### config.mk
export PLATFORM = sky130hd
export DESIGN_NAME = ptw_mem_responder_flat
export DESIGN_NICKNAME = d
export VERILOG_FILES = /design/src/rtl/ptw_pkg.sv /design/src/rtl/ptw_mem_responder_if.sv /design/src/rtl/ptw_pte_cache.sv /design/src/rtl/ptw_mem_responder.sv /design/src/flat_wrapper.sv
export SDC_FILE = /design/constraint.sdc
export NUM_CORES = 1
export LEC_CHECK = 0
export CORE_UTILIZATION = 35
export CTS_CLUSTER_DIAMETER = 150
export DETAILED_ROUTE_END_ITERATION = 10
export PLACE_DENSITY = 0.51
export SLEW_MARGIN = 20
export SYNTH_ARGS = -nofsm -noshare
export SYNTH_HDL_FRONTEND = slang
export SYNTH_SLANG_ARGS = --single-unit
### constraint.sdc
create_clock -name clk -period 6.3 [get_ports clk]
set_input_delay 1.575 -clock clk [delete_from_list [all_inputs] [get_ports clk]]
set_output_delay 1.575 -clock clk [all_outputs]
set_load 0.01 [all_outputs]
### src/rtl/ptw_pkg.sv
// Shared types and constants for the page-table-walker memory responder.
package ptw_pkg;
  typedef logic [63:0] pte_t;

  localparam logic [2:0] MSIZE8 = 3'b011;

  typedef enum logic [1:0] {IDLE, BUS, RESP} resp_state_t;

  localparam int PTE_V = 0;
  localparam int PTE_R = 1;
  localparam int PTE_W = 2;
  localparam int PTE_X = 3;
endpackage

### src/rtl/ptw_mem_responder_if.sv
// Walker-side request/response and walker data-bus read port, bundled together.
interface ptw_mem_responder_if;
  logic        mem_req;
  logic [63:0] mem_addr;
  logic [63:0] pte;
  logic        pte_valid;
  logic        flush;
  logic        bus_valid;
  logic [63:0] bus_addr;
  logic [2:0]  bus_size;
  logic        bus_data_ok;
  logic [63:0] bus_data;

  modport slave (
    input  mem_req, mem_addr, flush, bus_data_ok, bus_data,
    output pte, pte_valid, bus_valid, bus_addr, bus_size
  );

  modport master (
    output mem_req, mem_addr, flush, bus_data_ok, bus_data,
    input  pte, pte_valid, bus_valid, bus_addr, bus_size
  );
endinterface

### src/rtl/ptw_pte_cache.sv
// Small fully-associative PTE cache: parallel tag compare, round-robin fill.
module ptw_pte_cache
  import ptw_pkg::*;
#(
  parameter int ENTRIES = 4,
  parameter int TAG_W   = 61
) (
  input  logic             clk,
  input  logic             reset,
  input  logic             flush,
  input  logic [TAG_W-1:0] lookup_tag,
  output logic             hit,
  output pte_t             hit_data,
  input  logic             fill_en,
  input  logic [TAG_W-1:0] fill_tag,
  input  pte_t             fill_data
);
  localparam int PW = $clog2(ENTRIES);

  logic [ENTRIES-1:0]            valid;
  logic [ENTRIES-1:0][TAG_W-1:0] tags;
  logic [ENTRIES-1:0][63:0]      data;
  logic [ENTRIES-1:0]            hit_vec;
  logic [PW-1:0]                 ptr;

  for (genvar gi = 0; gi < ENTRIES; gi++) begin : g_cmp
    assign hit_vec[gi] = valid[gi] && (tags[gi] == lookup_tag);
  end

  // Fills only happen on a miss, so at most one hit_vec bit is set.
  always_comb begin
    hit_data = '0;
    for (int i = 0; i < ENTRIES; i++)
      if (hit_vec[i]) hit_data = hit_data | data[i];
  end

  assign hit = |hit_vec;

  always_ff @(posedge clk or posedge reset) begin
    if (reset) begin
      valid <= '0;
      ptr   <= '0;
    end else if (flush) begin
      valid <= '0;
    end else if (fill_en) begin
      valid[ptr] <= 1'b1;
      ptr        <= ptr + 1'b1;
    end
  end

  always_ff @(posedge clk) begin
    if (fill_en && !flush) begin
      tags[ptr] <= fill_tag;
      data[ptr] <= fill_data;
    end
  end
endmodule

### src/rtl/ptw_mem_responder.sv
// Serves walker PTE reads from the PTE cache, or via an 8-byte dbus read on a miss.
module ptw_mem_responder
  import ptw_pkg::*;
#(
  parameter int ENTRIES = 4,
  parameter int TAG_W   = 61
) (
  input  logic               clk,
  input  logic               reset,
  ptw_mem_responder_if.slave io
);
  resp_state_t state;
  logic        live;
  logic        flushed;
  logic        hit;
  pte_t        hit_data;
  logic        fill_en;
  logic        live_now;

  assign live_now = live && io.mem_req;
  assign fill_en  = (state == BUS) && io.bus_data_ok && io.bus_data[PTE_V]
                    && !flushed && !io.flush;
  assign io.bus_size = MSIZE8;

  ptw_pte_cache #(.ENTRIES(ENTRIES), .TAG_W(TAG_W)) u_cache (
    .clk        (clk),
    .reset      (reset),
    .flush      (io.flush),
    .lookup_tag (io.mem_addr[63 -: TAG_W]),
    .hit        (hit),
    .hit_data   (hit_data),
    .fill_en    (fill_en),
    .fill_tag   (io.bus_addr[63 -: TAG_W]),
    .fill_data  (io.bus_data)
  );

  always_ff @(posedge clk or posedge reset) begin
    if (reset) begin
      state        <= IDLE;
      io.pte       <= '0;
      io.pte_valid <= 1'b0;
      io.bus_valid <= 1'b0;
      io.bus_addr  <= '0;
      live         <= 1'b0;
      flushed      <= 1'b0;
    end else begin
      case (state)
        IDLE: begin
          io.pte_valid <= 1'b0;
          if (io.mem_req) begin
            if (hit) begin
              io.pte       <= hit_data;
              io.pte_valid <= 1'b1;
              state        <= RESP;
            end else begin
              io.bus_addr  <= {io.mem_addr[63:3], 3'b000};
              io.bus_valid <= 1'b1;
              live         <= 1'b1;
              flushed      <= 1'b0;
              state        <= BUS;
            end
          end
        end
        BUS: begin
          // The read always runs to completion; a dropped request just suppresses the pulse.
          live    <= live_now;
          flushed <= flushed || io.flush;
          if (io.bus_data_ok) begin
            io.pte       <= io.bus_data;
            io.bus_valid <= 1'b0;
            io.pte_valid <= live_now;
            state        <= live_now ? RESP : IDLE;
          end
        end
        RESP: begin
          io.pte_valid <= 1'b0;
          state        <= IDLE;
        end
        default: begin
          io.pte_valid <= 1'b0;
          io.bus_valid <= 1'b0;
          state        <= IDLE;
        end
      endcase
    end
  end
endmodule

### src/flat_wrapper.sv
// flat-port wrapper written by rule: the top's interface ports become plain ports
module ptw_mem_responder_flat import ptw_pkg::*;
#(
  parameter int ENTRIES = 4,
  parameter int TAG_W   = 61
)
  (clk, reset, io_mem_req, io_mem_addr, io_flush, io_bus_data_ok, io_bus_data, io_pte, io_pte_valid, io_bus_valid, io_bus_addr, io_bus_size);
  ptw_mem_responder_if io_i ();
  input  logic clk;
  input  logic reset;
  input wire logic [$bits(io_i.mem_req)-1:0] io_mem_req;
  input wire logic [$bits(io_i.mem_addr)-1:0] io_mem_addr;
  input wire logic [$bits(io_i.flush)-1:0] io_flush;
  input wire logic [$bits(io_i.bus_data_ok)-1:0] io_bus_data_ok;
  input wire logic [$bits(io_i.bus_data)-1:0] io_bus_data;
  output wire logic [$bits(io_i.pte)-1:0] io_pte;
  output wire logic [$bits(io_i.pte_valid)-1:0] io_pte_valid;
  output wire logic [$bits(io_i.bus_valid)-1:0] io_bus_valid;
  output wire logic [$bits(io_i.bus_addr)-1:0] io_bus_addr;
  output wire logic [$bits(io_i.bus_size)-1:0] io_bus_size;
  assign io_i.mem_req = io_mem_req;
  assign io_i.mem_addr = io_mem_addr;
  assign io_i.flush = io_flush;
  assign io_i.bus_data_ok = io_bus_data_ok;
  assign io_i.bus_data = io_bus_data;
  assign io_pte = io_i.pte;
  assign io_pte_valid = io_i.pte_valid;
  assign io_bus_valid = io_i.bus_valid;
  assign io_bus_addr = io_i.bus_addr;
  assign io_bus_size = io_i.bus_size;
  ptw_mem_responder #(.ENTRIES(ENTRIES), .TAG_W(TAG_W)) u_core (.clk(clk), .reset(reset), .io(io_i));
endmodule
==> impl_metrics.csv <==
group,metric,value,unit
timing,fmax,204.7,MHz
setup_path,critPathMaxFanout,43,
layout,area_growth,24.34,%
layout,final_cell_area,31010,um^2
setup_path,worst-setup-path-type,"input port to flop",
grt,overflow,0,
timing,final_hold_viol_count,0,
place,port_buffers,256,
yosys,synthTopCellsByArea,"edfxtp_1 (60%), dfrtp_1 (14%), xor2_1 (3.7%)",
grt,grt_use_total,0.1939,
worst_hold_path,hold_path.class,"flop to flop",
yosys,ys_top_cells_by_count,"edfxtp_1 (500), dfrtp_1 (137), a21oi_1 (130)",
grt,grt_max_degree,82,
setup_path,path_depth,11,
clock_network,root_buffer,"clkbuf_16",
layout,final_cells,2808,
layout,n_antenna_cell,0,
pwr,irDropWorstVdd,0.2270,mV
floorplanning,die_w,268.9,um
yosys,synth_cell_types,45,
pwr,p_total,11.61,mW
yosys,synth_top_area_share,0.6021,
yosys,yosysTopAreaCell,"edfxtp_1",
timing,rsz0062_at_grt,"no",
timing,skew,0.03176,ns
floorplanning,core,70270,um^2
yosys,ys_ff_latch,637,
floorplanning,die_area,72320,um^2
floorplanning,die_y,268.9,um
layout,drive_gt1_frac,0.1178,
layout,nFillCells,6220,
setup_path,crit_start,"io_mem_addr[56]",
layout,ff_latch_area,18440,um^2
drt,first_pass_iters,9,
yosys,async_reset_ff_frac,0.2151,
grt,antenna_found_initial,7,
layout,multi_input_area,5926,um^2
timing,fin_crit,4.886,ns
timing,tightest_slew,1.077,ns
yosys,synth_seq_area_share,0.7396,
setup_path,cp-end-kind,"flop",
clock_network,clockBufferDepth,3,
setup_path,crit_slowest_cell,"nor4_1",
setup_path,r2r-end,"u_core.io.pte[40]$_DFFE_PP0P_",
setup_path,r2r-start,"u_core.u_cache.tags[25]$_DFFE_PP_",
place,place_hpwl,43710,um
setup_path,cp_data_arrival_time,5.38,ns
drt,dr_total_vias,14424,
clock_network,cts_hold_buf,0,
yosys,synth-edff-count,500,
clock_network,ctsResizeCount,0,
yosys,yosysWarnings,0,
place,dpl_cell_area,28620,um^2
timing,holdWs,0.4818,ns
clock_network,clock_sinks,637,
layout,final_core_util,0.4413,
setup_path,path_delay_family,"simple AND/OR/NAND/NOR gates",
clock_network,post-cts-setup-buffers,0,
clock_network,clk_latency,0.62,ns
drt,wl,70680,um
timing,drv_slew,0,
setup_path,startpoint_type,"input port",
place,place_congestion,0.8959,
place,placed_cells,2677,
clock_network,cts_tree,"done",
setup_path,r2r_slack,2.64,ns
timing,tns,0,ns
setup_path,crit_end,"u_core.io.bus_addr[26]$_DFFE_PP0P_",
clock_network,htreeDepth,3,
setup_path,cp.required,6.79,ns
yosys,synthesis.area,24940,um^2
yosys,ys_dominant_reg_cell,"edfxtp_1",
grt,grt_pass1_vias,14444,
drt,via_per_inst,5.137,
clock_network,cts-buffers-inserted,71,
drt,drt_iter0_markers,1121,
grt,grt_pass1_wl,100400,um
clock_network,clkTransAtPathRegs,0.06,ns
timing,period_share,0.7755,
pwr,power_density,374.3,nW/um^2
outcome,status,"complete, no violations",
floorplanning,start_util,0.3549,
timing,worst_slack,1.414,ns
flow_run,cap_viol_max_count,0,
timing,final-setup-viol-count,0,
setup_path,critPathMaxStageDelay,0.89,ns
floorplanning,pin_count,266,
drt,wl_per_cell,25.17,um
worst_hold_path,hp-start,"u_core.u_cache.valid[3]$_DFFE_PP0P_",
setup_path,timing.critical_path.mode_cell,"nor4_1",
setup_path,crit_buf_inv,4,
place,dp_worst_setup_slack,0.7544,ns
timing,slew_headroom,0.2820,
layout,nNetsFinal,1947,
floorplanning,row_count,97,
setup_path,rr_worst_depth,9,
yosys,syn_area_per_cell,16.12,um^2
drt,drc,0,
pwr,p_leak,10.69,nW
yosys,syn_inst,1547,
setup_path,critical_path.cell_chain,"clkdlybuf4s50_1, inv_1, o22ai_1, nor4_1, nand4_1, nor3_2, nor4_1, buf_4, nor3b_2, buf_12, mux2_2",
drt,drt.antenna.violating_nets,0,
yosys,yosysMostFrequentCell,"edfxtp_1",
per-layer routing:
layer	part of all wire	global-route usage	up-vias	routed length (um)
li1	-	-	6460	-
met1	0.44	0.2662	7371	30920
met2	0.47	0.3013	479	32960
met3	0.075	0.05507	100	5319
met4	0.020	0.04975	14	1382
met5	0.0013	0	-	95
placed cells by master, fill, tap and decap left out, drive strengths merged, types with 67 or more instances in the layout:
cell,n
a21oi,130
clkdlybuf4s50,256
xnor2,72
xor2,104
a222oi,67
edfxtp,500
clkbuf,97
mux2,125
dfrtp,137
nor2,67
power breakdown:
| part | switching [mW] | internal, mW | leakage [nW] |
|---|---|---|---|
| clock network | 1.71 | 2.51 | 1.17 |
| logic | 0.889 | 0.988 | 3.36 |
| registers | 0.412 | 5.10 | 6.17 |
state kept, by name, summed over array words and instances, names as in the netlist, 2 cells and up:
| register | count |
|---|---|
| u_core.u_cache.valid | 4 |
| u_core.io.bus_addr | 61 |
| u_core.u_cache.tags | 244 |
| u_core.u_cache.data | 256 |
| u_core.io.pte | 64 |
| u_core.u_cache.ptr | 2 |
| u_core.state | 2 |
worst min path at each step:
stage                                          end  slack (ns)  cells after the start
5_1_grt              u_core.io.pte[47]$_DFFE_PP0P_        0.50                      1
2_1_floorplan  u_core.u_cache.valid[0]$_DFFE_PP0P_        0.44                      1
4_1_cts        u_core.u_cache.valid[3]$_DFFE_PP0P_        0.48                      1
3_5_place_dp   u_core.u_cache.valid[3]$_DFFE_PP0P_        0.47                      1
3_3_place_gp   u_core.u_cache.valid[3]$_DFFE_PP0P_        0.46                      1
6_report       u_core.u_cache.valid[3]$_DFFE_PP0P_        0.48                      1
kinds of logic (layout without fill, tap and decap cells):
logic type                 count (synthesis)  count (layout)  share of synthesized area
buffers and inverters                    150             467                    0.02564
adders and majority gates                  4               4                   0.002007
other                                      2               6                  0.0003012
DFF                                      637             637                     0.7396
muxes                                    125             125                    0.05644
xor gates and xnor gates                 176             176                    0.06181
and+or+nand+nor                          185             185                    0.03909
AOI/OAI and AO/OA                        268             268                    0.07516
layout make-up:
type                       count  area share
multi-input combinational    764      0.1911
inverter                      50    0.006214
tap                          940     0.03793
clock buffer                  97     0.06372
sequential                   637      0.5948
clock inverter                34     0.01311
timing repair buffer         286     0.09313
No activity file was read; power rests on OpenSTA's default activity.
